`src/rtl/metropolis_sequencer_if.sv`:
```
`default_nettype none
// +----------------------------------------------------------------------------+
// | Module   : metropolis_sequencer_if                                         |
// | Purpose  : Bundles the run-control and datapath-control signals of the     |
// |            metropolis sequencer.                                           |
// | Modports : master - node run control (drives start/iter_num/stop/shift_req)|
// |            slave  - the sequencer (drives slot id, pulses, coefficient)    |
// | Revision : 1.0 - initial release                                           |
// +----------------------------------------------------------------------------+
interface metropolis_sequencer_if #(
   parameter int BASE_NUM = 4,
   parameter int BASE_LOG = $clog2(BASE_NUM)
);
   logic                start;
   logic [15:0]         iter_num;
   logic                stop;
   logic                shift_req;
   logic [BASE_LOG-1:0] base_id;
   logic                opt_run;
   logic                exp_init;
   logic                exp_run;
   logic                exp_fin;
   logic [16:0]         exp_recip;
   logic                exch_en;
   logic                distance_shift;
   logic                busy;
   logic                done;

   modport master (
      output start, iter_num, stop, shift_req,
      input  base_id, opt_run, exp_init, exp_run, exp_fin, exp_recip,
             exch_en, distance_shift, busy, done
   );

   modport slave (
      input  start, iter_num, stop, shift_req,
      output base_id, opt_run, exp_init, exp_run, exp_fin, exp_recip,
             exch_en, distance_shift, busy, done
   );
endinterface
`default_nettype wire

```
`src/rtl/metropolis_sequencer.sv`:
```
`default_nettype none
// +----------------------------------------------------------------------------+
// | Module   : metropolis_sequencer                                            |
// | Purpose  : Time-multiplexed controller stepping every base slot of a node  |
// |            through one Metropolis trial (opt advance, exp init, exp        |
// |            iterations with 1/(k+1) coefficients, exp finish), followed by  |
// |            an exchange sweep, repeated for a programmed iteration count.   |
// |            Also runs a standalone distance-shift sweep on request.         |
// | Ports    : clk   - clock                                                   |
// |            reset - asynchronous, active-low reset                          |
// |            bus   - slave modport: start/iter_num/stop/shift_req in;        |
// |                    base_id, control pulses, exp_recip, busy, done out      |
// | Revision : 1.0 - initial release                                           |
// +----------------------------------------------------------------------------+
module metropolis_sequencer #(
   parameter int BASE_NUM = 4,
   parameter int BASE_LOG = $clog2(BASE_NUM),
   parameter int EXP_LEN  = 8
) (
   input  logic                   clk,
   input  logic                   reset,
   metropolis_sequencer_if.slave  bus
);

   localparam logic [BASE_LOG-1:0] c_LAST_BASE = BASE_LOG'(BASE_NUM - 1);
   localparam logic [3:0]          c_LAST_K    = 4'(EXP_LEN - 1);

   typedef enum logic [3:0] {
      S_IDLE  = 4'd0,
      S_OPT   = 4'd1,
      S_INIT  = 4'd2,
      S_RUN   = 4'd3,
      S_FIN   = 4'd4,
      S_NEXT  = 4'd5,
      S_EXCH  = 4'd6,
      S_SHIFT = 4'd7,
      S_DONE  = 4'd8
   } state_t;

   state_t              state_q, state_d;
   logic [BASE_LOG-1:0] base_id_q, base_id_d;
   logic [3:0]          k_q, k_d;
   logic [15:0]         iter_left_q, iter_left_d;
   logic [16:0]         w_recip;

   always_ff @(posedge clk or negedge reset) begin
      if (!reset) begin
         state_q     <= S_IDLE;
         base_id_q   <= '0;
         k_q         <= '0;
         iter_left_q <= '0;
      end else begin
         state_q     <= state_d;
         base_id_q   <= base_id_d;
         k_q         <= k_d;
         iter_left_q <= iter_left_d;
      end
   end

   always_comb begin
      state_d     = state_q;
      base_id_d   = base_id_q;
      k_d         = k_q;
      iter_left_d = iter_left_q;
      unique case (state_q)
         S_IDLE: begin
            // start has priority; a coincident shift_req is simply dropped
            if (bus.start) begin
               iter_left_d = bus.iter_num;
               base_id_d   = '0;
               state_d     = (bus.iter_num == 16'd0) ? S_DONE : S_OPT;
            end else if (bus.shift_req) begin
               base_id_d = '0;
               state_d   = S_SHIFT;
            end
         end
         S_OPT:  state_d = S_INIT;
         S_INIT: begin
            k_d     = '0;
            state_d = S_RUN;
         end
         S_RUN: begin
            k_d = k_q + 4'd1;
            if (k_q == c_LAST_K) begin
               state_d = S_FIN;
            end
         end
         // stop ends the run after the current slot's decision, skipping exchange
         S_FIN:  state_d = bus.stop ? S_DONE : S_NEXT;
         S_NEXT: begin
            if (base_id_q == c_LAST_BASE) begin
               base_id_d = '0;
               state_d   = S_EXCH;
            end else begin
               base_id_d = base_id_q + 1'b1;
               state_d   = S_OPT;
            end
         end
         S_EXCH: begin
            if (base_id_q == c_LAST_BASE) begin
               base_id_d = '0;
               if (iter_left_q != 16'd0) begin
                  iter_left_d = iter_left_q - 16'd1;
               end
               state_d = (iter_left_q <= 16'd1) ? S_DONE : S_OPT;
            end else begin
               base_id_d = base_id_q + 1'b1;
            end
         end
         S_SHIFT: begin
            if (base_id_q == c_LAST_BASE) begin
               base_id_d = '0;
               state_d   = S_DONE;
            end else begin
               base_id_d = base_id_q + 1'b1;
            end
         end
         S_DONE:  state_d = S_IDLE;
         default: state_d = S_IDLE;
      endcase
   end

   // Taylor coefficients 1/(k+1) in unsigned Q1.16, truncated
   always_comb begin
      w_recip = 17'd0;
      unique case (k_q)
         4'd0:    w_recip = 17'd65536;
         4'd1:    w_recip = 17'd32768;
         4'd2:    w_recip = 17'd21845;
         4'd3:    w_recip = 17'd16384;
         4'd4:    w_recip = 17'd13107;
         4'd5:    w_recip = 17'd10922;
         4'd6:    w_recip = 17'd9362;
         4'd7:    w_recip = 17'd8192;
         4'd8:    w_recip = 17'd7281;
         4'd9:    w_recip = 17'd6553;
         4'd10:   w_recip = 17'd5957;
         4'd11:   w_recip = 17'd5461;
         4'd12:   w_recip = 17'd5041;
         4'd13:   w_recip = 17'd4681;
         4'd14:   w_recip = 17'd4369;
         4'd15:   w_recip = 17'd4096;
         default: w_recip = 17'd0;
      endcase
   end

   // Moore decode: every output derives from registered state only
   assign bus.base_id        = base_id_q;
   assign bus.opt_run        = (state_q == S_OPT);
   assign bus.exp_init       = (state_q == S_INIT);
   assign bus.exp_run        = (state_q == S_RUN);
   assign bus.exp_fin        = (state_q == S_FIN);
   assign bus.exp_recip      = (state_q == S_RUN) ? w_recip : 17'd0;
   assign bus.exch_en        = (state_q == S_EXCH);
   assign bus.distance_shift = (state_q == S_SHIFT);
   assign bus.busy           = (state_q != S_IDLE);
   assign bus.done           = (state_q == S_DONE);

endmodule
`default_nettype wire

```
`src/flat_wrapper.sv`:
```
// flat-port wrapper written by rule: the top's interface ports become plain ports
module metropolis_sequencer_flat 
#(
   parameter int BASE_NUM = 4,
   parameter int BASE_LOG = $clog2(BASE_NUM),
   parameter int EXP_LEN  = 8
)
  (clk, reset, bus_start, bus_iter_num, bus_stop, bus_shift_req, bus_base_id, bus_opt_run, bus_exp_init, bus_exp_run, bus_exp_fin, bus_exp_recip, bus_exch_en, bus_distance_shift, bus_busy, bus_done);
  metropolis_sequencer_if #(.BASE_NUM(BASE_NUM), .BASE_LOG(BASE_LOG)) bus_i ();
  input  logic clk;
  input  logic reset;
  input wire logic [$bits(bus_i.start)-1:0] bus_start;
  input wire logic [$bits(bus_i.iter_num)-1:0] bus_iter_num;
  input wire logic [$bits(bus_i.stop)-1:0] bus_stop;
  input wire logic [$bits(bus_i.shift_req)-1:0] bus_shift_req;
  output wire logic [$bits(bus_i.base_id)-1:0] bus_base_id;
  output wire logic [$bits(bus_i.opt_run)-1:0] bus_opt_run;
  output wire logic [$bits(bus_i.exp_init)-1:0] bus_exp_init;
  output wire logic [$bits(bus_i.exp_run)-1:0] bus_exp_run;
  output wire logic [$bits(bus_i.exp_fin)-1:0] bus_exp_fin;
  output wire logic [$bits(bus_i.exp_recip)-1:0] bus_exp_recip;
  output wire logic [$bits(bus_i.exch_en)-1:0] bus_exch_en;
  output wire logic [$bits(bus_i.distance_shift)-1:0] bus_distance_shift;
  output wire logic [$bits(bus_i.busy)-1:0] bus_busy;
  output wire logic [$bits(bus_i.done)-1:0] bus_done;
  assign bus_i.start = bus_start;
  assign bus_i.iter_num = bus_iter_num;
  assign bus_i.stop = bus_stop;
  assign bus_i.shift_req = bus_shift_req;
  assign bus_base_id = bus_i.base_id;
  assign bus_opt_run = bus_i.opt_run;
  assign bus_exp_init = bus_i.exp_init;
  assign bus_exp_run = bus_i.exp_run;
  assign bus_exp_fin = bus_i.exp_fin;
  assign bus_exp_recip = bus_i.exp_recip;
  assign bus_exch_en = bus_i.exch_en;
  assign bus_distance_shift = bus_i.distance_shift;
  assign bus_busy = bus_i.busy;
  assign bus_done = bus_i.done;
  metropolis_sequencer #(.BASE_NUM(BASE_NUM), .BASE_LOG(BASE_LOG), .EXP_LEN(EXP_LEN)) u_core (.clk(clk), .reset(reset), .bus(bus_i));
endmodule
```
`config.mk`:
```
export PLATFORM = sky130hd
export DESIGN_NAME = metropolis_sequencer_flat
export DESIGN_NICKNAME = d
export VERILOG_FILES = /design/src/rtl/metropolis_sequencer_if.sv /design/src/rtl/metropolis_sequencer.sv /design/src/flat_wrapper.sv
export SDC_FILE = /design/constraint.sdc
export NUM_CORES = 1
export LEC_CHECK = 0
export ABC_AREA = 0
export CELL_PAD_IN_SITES_DETAIL_PLACEMENT = 1
export CELL_PAD_IN_SITES_GLOBAL_PLACEMENT = 1
export CORE_MARGIN = 10
export CORE_UTILIZATION = 41
export DETAILED_ROUTE_END_ITERATION = 10
export GPL_ROUTABILITY_DRIVEN = 0
export PLACE_DENSITY_LB_ADDON = 0.2
export SLEW_MARGIN = 20
export SYNTH_ARGS = -nofsm -noshare
export SYNTH_HDL_FRONTEND = slang
export SYNTH_SLANG_ARGS = --single-unit
```
`constraint.sdc`:
```
create_clock -name clk -period 4.02 [get_ports clk]
set_input_delay 1.005 -clock clk [delete_from_list [all_inputs] [get_ports clk]]
set_output_delay 1.005 -clock clk [all_outputs]
set_load 0.01 [all_outputs]
```
==> impl_summary.md, run 1 <==
Synth
The mean area per synthesized cell is 8.07 sq um. The combined area of all synthesized cells is 2230 sq um. The number of warnings printed during yosys synthesis is 0.

The leading area contributor after synthesis is dfrtp_1. The portion of synthesized cell area occupied by the leading cell type is 29.2%. The synthesized netlist net count is 310.

Of the synthesized area, sequential elements account for 29.2%. In the synthesized netlist the dominant register cell turns out to be dfrtp_1. The synthesized design contains 0 enable-type register cells. The fraction of registers with async set/reset is 100%. In this run, synthesis produced a sequential element count of 26. By area the synthesized netlist is led by dfrtp_1, ha_1, a21oi_1. Counting every instance in the synthesized netlist gives 276.

In this run, distinct cell masters in the synthesized netlist total 55.

Floorplanning
The total I/O pin count is 48. The overall die area is 8780 sq um. From left edge to right edge, the die measures 93.7 microns. From bottom edge to top edge, the die measures 93.7 microns. In this run the core area contains 26 standard-cell rows.

Once the floorplan was initialized, standard cells occupied 42.8% of the core. The core footprint is 5200 sq um.

Global routing
The global-route congestion overflow total is 0. The number of global-route vias before repair is 2,280. The number of antenna violations at the first check in global routing is 0. The pin count of the biggest net entering global routing is 30. The wire length of the first global-routing pass is 11,500 microns. The global router's overall resource usage is 15.6%.

Cells and area
The library cell used most frequently in the layout, excluding fill and tap cells, is clkdlybuf4s50_1. The filler cells instantiated in the layout total 658. With fillers left out, the area of the finished cells amounts to 2740 sq um. The area added between synthesis and finish is 22.9%. Leaving out fill and tap cells, the most frequent cells in the layout are clkdlybuf4s50_1, a21oi_1, nor2_1, dfrtp_1, nand2_1. The layout cell share with drive strength beyond 1 is 8.97%.

The number of antenna repair diodes is 0. Cells fill 52.6% of the core in the end. The count of nets after finishing is 348.

Critical path
The required time of the worst setup path is 3.01 ns. The delay of the slowest critical-path stage is 0.57 ns. STA classifies the critical path startpoint as a flip-flop.

Of all nets on the critical path, the largest fanout is 13. The data arrival at the endpoint of the critical path is 2.64 ns. The worst setup path is captured at a primary output. The signal on the critical path passes through nor2_1, nand3_1, inv_2, nand2_1, nor3_1, clkdlybuf4s50_1. The critical path class is reg2out.

In this design, the largest share of critical-path delay is due to simple AND/OR/NAND/NOR gates. Among all stages on the critical path, the largest delay is contributed by clkdlybuf4s50_1. The number of buffers and inverters on the critical path is 2.

Clock tree
The tree is rooted in a clkbuf_8. The number of gates resized after CTS was 0. The buffers inserted during post-CTS setup optimization is 0. The insertion delay to the later sink of the worst-skew pair is 0.27 ns. The number of sinks driven by the clock tree is 26. The CTS clock-pin slew for the worst setup and hold paths is 0.10 ns. The clock passes through at most 2 buffers. The number of buffers inserted for hold repair after clock tree synthesis is 0. In this run the number of H-tree levels came out at 1. TritonCTS built the clock tree. The total CTS buffers is 3.

Routing
The ratio of routed vias to standard cells is 5.84. The average wire per cell in the routed design is 17.8 microns. The DRC violations left is 0. The first routing iteration left 65 violations. The routed wire length is 6790 microns. The count of nets left with antenna violations once routing finished came out at 0. The via count is 2,230. Before antenna repair, the detailed router went through 4 iterations.

Placement
Summing all placed instances gives a cell area of 2700 sq um. The placed wire-length estimate is 5230 microns. The count of buffers added on input and output ports is 47. The worst setup slack after placement is 0.658 ns.

STA
Setup repair after global routing left no endpoint under its margin. The worst slew margin relative to its limit is 50.6%. The tightest hold margin is 0.566 ns.

Setup violations remaining at the end of the flow were counted as 0. The number of pins with negative max-slew slack in the final report was 0. The maximum clock skew at final layout is 0.00767 ns. The final cycle utilization of the critical path is 90.6%. The hold violation total from the final report is 0. The sum of negative setup slack is 0 ns.

The actual transition at the worst max-transition pin is 0.735 ns. The setup slack of the critical path after layout is 0.378 ns. The highest clock rate is 275 MHz. The shortest period the worst path allows is 3.64 ns.

Pwr
The power per standard cell area is 644 nW/um^2. The leakage power is 1.05 nW. VDD sags by at most 320 uV.

Run status
The run finished with clean final reports.

Job
The number of max-cap violations is 0.

Hold path
The min-delay analysis places its worst path in the category reg2reg.
## power by group
group | internal, mW | total, mW | switching (mW)
Sequential | 0.380 | 0.567 | 0.187
Combinational | 0.448 | 1.04 | 0.593
Clock | 0.0673 | 0.155 | 0.0881
## registers in the layout, indices dropped and copies added (netlist names)
register / flops
u_core.bus.base_id: 2
u_core.iter_left_q: 16
u_core.k_q: 4
u_core.state_q: 4
## path summary, 6_finish.rpt
kind / start / cells after the start / endpoint / slack, ns
worst max-delay path: u_core.state_q[3] / 6 / bus_exp_recip[15] / 0.38
worst min-delay path: u_core.iter_left_q[11] / 1 / u_core.iter_left_q[11] / 0.57
worst max register to register: u_core.state_q[1] / 8 / u_core.iter_left_q[0] / 1.45
worst min register to register: u_core.iter_left_q[11] / 1 / u_core.iter_left_q[11] / 0.57
max in group asynchronous: reset / 2 / u_core.k_q[0] / 2.64
min in group asynchronous: reset / 2 / u_core.bus.base_id[0] / 1.10
## Yosys cell counts (all sizes together) (3+ instances only)
cell	instances
a211oi	4
a21oi	32
a22oi	6
a31oi	3
and3	7
buf	11
clkbuf	8
dfrtp	26
ha	13
inv	12
nand2	20
nand2b	7
nand3	10
nor2	28
nor3	15
nor4	8
o21ai	24
o22ai	6
or2	3
## worst register-to-register path, stage by stage, from the launching register on
cell and delay [ns]:
dfrtp_1 0.57, inv_1 0.21, or3_1 0.42, buf_4 0.22, inv_2 0.07, buf_4 0.29, a41oi_4 0.36, nand3_1 0.21
o211ai_2 0.10
## stage by stage
stage | power (mW) | instances
detailed placement | 1.62 | 379
CTS | 1.77 | 382
finish | 1.76 | 382
global route | 1.93 | 382
global placement | 1.57 | 379
floorplan | 1.28 | 276
## cells by family (layout without fill, tap and decap cells)
family	after synthesis	count (layout)	share of synthesized area, %
AND/OR/NAND/NOR	110	110	26.0
AO/OA/AOI/OAI	94	94	28.9
buffers and inverters	31	67	7.69
flip-flops	26	26	29.2
adder cells (fa/ha/maj)	13	13	7.30
multiplexers	2	2	0.898
## cell type report
cell class	count	area [sq um]	share of cell area (%)
inverters	12	45.0	1.64
well taps	70	87.6	3.20
repair buffers	52	508	18.5
flip-flops and latches	26	651	23.8
multi-input cells	219	1410	51.3
clock buffers	3	41.3	1.51
## metal layers
| layer | part of all wire [%] | vias up | track usage, % | wire, microns |
|---|---|---|---|---|
| met5 | 0 | - | 0 | 0 |
| met4 | 0.97 | 0 | 3.80 | 66 |
| met3 | 4.5 | 6 | 2.96 | 305 |
| met2 | 50 | 39 | 26.6 | 3370 |
| met1 | 45 | 1100 | 19.5 | 3050 |
| li1 | - | 1085 | - | - |
Note: power is estimated with default switching activity, not from simulation.
==> run 2: changes to the inputs <==
--- a/config.mk
+++ b/config.mk
@@ -6,9 +6,9 @@
 export NUM_CORES = 1
 export LEC_CHECK = 0
 export ABC_AREA = 0
+export ABC_CLOCK_PERIOD_IN_PS = 4019
 export CELL_PAD_IN_SITES_DETAIL_PLACEMENT = 1
 export CELL_PAD_IN_SITES_GLOBAL_PLACEMENT = 1
-export CORE_MARGIN = 10
 export CORE_UTILIZATION = 41
 export DETAILED_ROUTE_END_ITERATION = 10
 export GPL_ROUTABILITY_DRIVEN = 0
==> impl_summary.md, run 2 (synthesized netlist as in run 1, its figures left out) <==
Cells and area
In the layout the commonest cells are clkdlybuf4s50_1, a21oi_1, nor2_1, dfrtp_1, nand2_1. In the final layout, the registers with the most flip-flops are u_core.iter_left_q: 16 flops, u_core.k_q: 4 flops, u_core.state_q: 4 flops. The number of antenna repair diodes is 0 (unchanged). The area added between synthesis and finish was 22.9% (unchanged).

The number of fill cells is 616 (-6.4%). The count of nets after finishing came to 348 (unchanged). The flip-flop count of the largest register after layout is 16 (unchanged). The register ranked first by flip-flop count is u_core.iter_left_q. The commonest non-fill, non-tap cell in the layout is clkdlybuf4s50_1. The layout cell share with drive strength beyond 1 is 8.97% (unchanged).

STA
The highest clock rate was 283 MHz (+3.1%). The number of setup violations in the final report is 0 (unchanged). The worst slew margin relative to its limit is 55.2% (+4.6 points). The number of pins with negative max-slew slack in the final report is 0 (unchanged). Setup repair after global routing left no endpoint under its margin. The shortest period the worst path allows is 3.53 ns (-0.109 ns). The setup slack of the critical path after layout came to 0.486 ns (+0.109 ns). The actual transition at the worst max-transition pin is 0.666 ns (-0.0691 ns).

The maximum clock skew at final layout is 0.00195 ns (-0.00572 ns). The sum of negative setup slack is 0 ns (unchanged). The hold violation total from the final report was 0 (unchanged). The final cycle utilization of the critical path came to 87.9% (-2.7 points).

Clock tree
The insertion delay to the later sink of the worst-skew pair is 0.27 ns (about the same). The buffers inserted during post-CTS setup optimization is 0 (unchanged). The CTS clock-pin slew for the worst setup and hold paths was 0.09 ns (about the same). The number of sinks driven by the clock tree is 26 (unchanged). The total CTS buffers is 3 (unchanged). The buffer type at the clock tree root is clkbuf_8.

The total number of H-tree levels is 1 (unchanged). The number of buffers inserted for hold repair after clock tree synthesis was 0 (unchanged). The maximum clock path buffer count is 2 (unchanged). The CTS tree is yes. The total of cells resized after clock tree synthesis came to 0 (unchanged).

Routing
The average wire per cell in the routed design is 15.9 microns (-10%). The ratio of routed vias to standard cells came to 5.82 (-0.36%). The DRC violations left is 0 (unchanged). The via count is 2,222 (-0.36%). The number of detailed-routing iterations run before antenna repair is 4 (unchanged). The routed wire length is 6090 microns (-10%). The count of nets left with antenna violations after detail routing is 0 (unchanged). The number of design-rule violations left by the first detailed-router iteration is 120 (+85%).

Global routing
The global router's overall resource usage is 23.0% (+7.4 points). The pin count of the biggest net entering global routing is 30 (unchanged). The number of global-route vias before repair is 2,094 (-8.2%). The wire length of the first global-routing pass is 10,100 microns (-12%). The number of antenna violations at the first check in global routing was 0 (unchanged). The global-route congestion overflow total is 0 (unchanged).

Floorplanning
The core footprint is 5170 sq um (-0.62%). The initial core utilization is 43.1% (+0.27 points). The die height is 75.7 microns (-19%). The total I/O pin count is 48 (unchanged). The number of core rows is 26 (unchanged).

The overall die area was 5730 sq um (-35%). The die width is 75.7 microns (-19%).

Pwr
The worst supply voltage drop on vdd is 337 uV (+5.3%). The power per standard cell area is 638 nW/um^2 (-0.91%). The leakage power was 1.05 nW (unchanged).

Placement
The worst setup slack after placement is 0.753 ns (+0.0946 ns). The placed wire-length estimate was 4530 microns (-13%). The number of I/O port buffers is 47 (unchanged).

Critical path
The delay of the slowest critical-path stage is 0.56 ns (about the same). The slack of the worst reg-to-reg path was 1.40 ns (-0.05 ns). The signal on the critical path passes through nor2_1, nand3_1, inv_2, nand2_1, nor3_1, clkdlybuf4s50_1. The data arrival at the endpoint of the critical path came to 2.53 ns (-0.11 ns). The worst setup path is launched from a flip-flop.

The library cell contributing the largest single delay on the critical path is clkdlybuf4s50_1. The number of buffer and inverter instances along the worst setup path was 2 (unchanged). The peak fanout along the critical path was 13 (unchanged).

The most critical setup path has its startpoint at u_core.state_q[3]. The element type at the critical path end is a primary output. The required time of the worst setup path was 3.01 ns (about the same).

In this run the critical register-to-register path is launched from u_core.state_q[1]. The setup path with the least slack is of type reg2out. The cell family with the largest share of critical-path delay is buffers and inverters.

Hold path
The worst hold path begins at u_core.iter_left_q[11]. The worst hold path belongs to the class reg2reg.

Job
The number of max-cap violations is 0 (unchanged).

Run status
The run finished with clean final reports.
[run 2: cell counts in the layout (fill, tap and decap cells not counted)]
Identical to the previous run, type by type.
[run 2: stage by stage]
step | power [mW] | cell area [sq um] | cells | hold slack, ns | util (%)
floorplan | 1.28 | 2230 | 276 | 0.501 | -
global placement | 1.56 | 2700 | 379 | 0.532 | 52.2
detailed placement | 1.60 | 2700 | 379 | 0.533 | 52.2
CTS | 1.76 | 2740 | 382 | 0.556 | 53.0
global route | 1.91 | 2740 | 382 | 0.594 | 53.0
finish | 1.75 | 2740 | 382 | 0.563 | 53.0
[run 2: path summary, 6_finish.rpt]
path                                               end  depth (start not counted)
worst min-delay path            u_core.iter_left_q[11]                          1
min in group asynchronous        u_core.bus.base_id[0]                          2
max in group asynchronous        u_core.iter_left_q[8]                          2
worst min register to register  u_core.iter_left_q[11]                          1
worst max-delay path                 bus_exp_recip[15]                          6
worst max register to register   u_core.iter_left_q[5]                          8
[run 2: layer usage]
metal,GRT usage (%),share of wire (%),vias up,wire [microns]
met5,0,0,-,0
met4,4.32,0.87,0,53
met2,38.1,48,37,2900
met1,32.7,49,1095,2990
li1,-,-,1085,-
met3,2.38,2.4,5,148
[run 2: power breakdown]
| part | leakage [nW] | switching [mW] | internal, mW |
|---|---|---|---|
| sequential | 0.317 | 0.183 | 0.380 |
| clock | 0.0216 | 0.0840 | 0.0674 |
| combinational | 0.707 | 0.586 | 0.448 |
[run 2: final cells by class]
| class | instances | area [sq um] | share of cell area [%] |
|---|---|---|---|
| sequential | 26 | 651 | 23.8 |
| timing repair buffer | 52 | 508 | 18.5 |
| tap | 70 | 87.6 | 3.20 |
| multi-input combinational | 219 | 1410 | 51.3 |
| clock buffer | 3 | 41.3 | 1.51 |
| inverter | 12 | 45.0 | 1.64 |
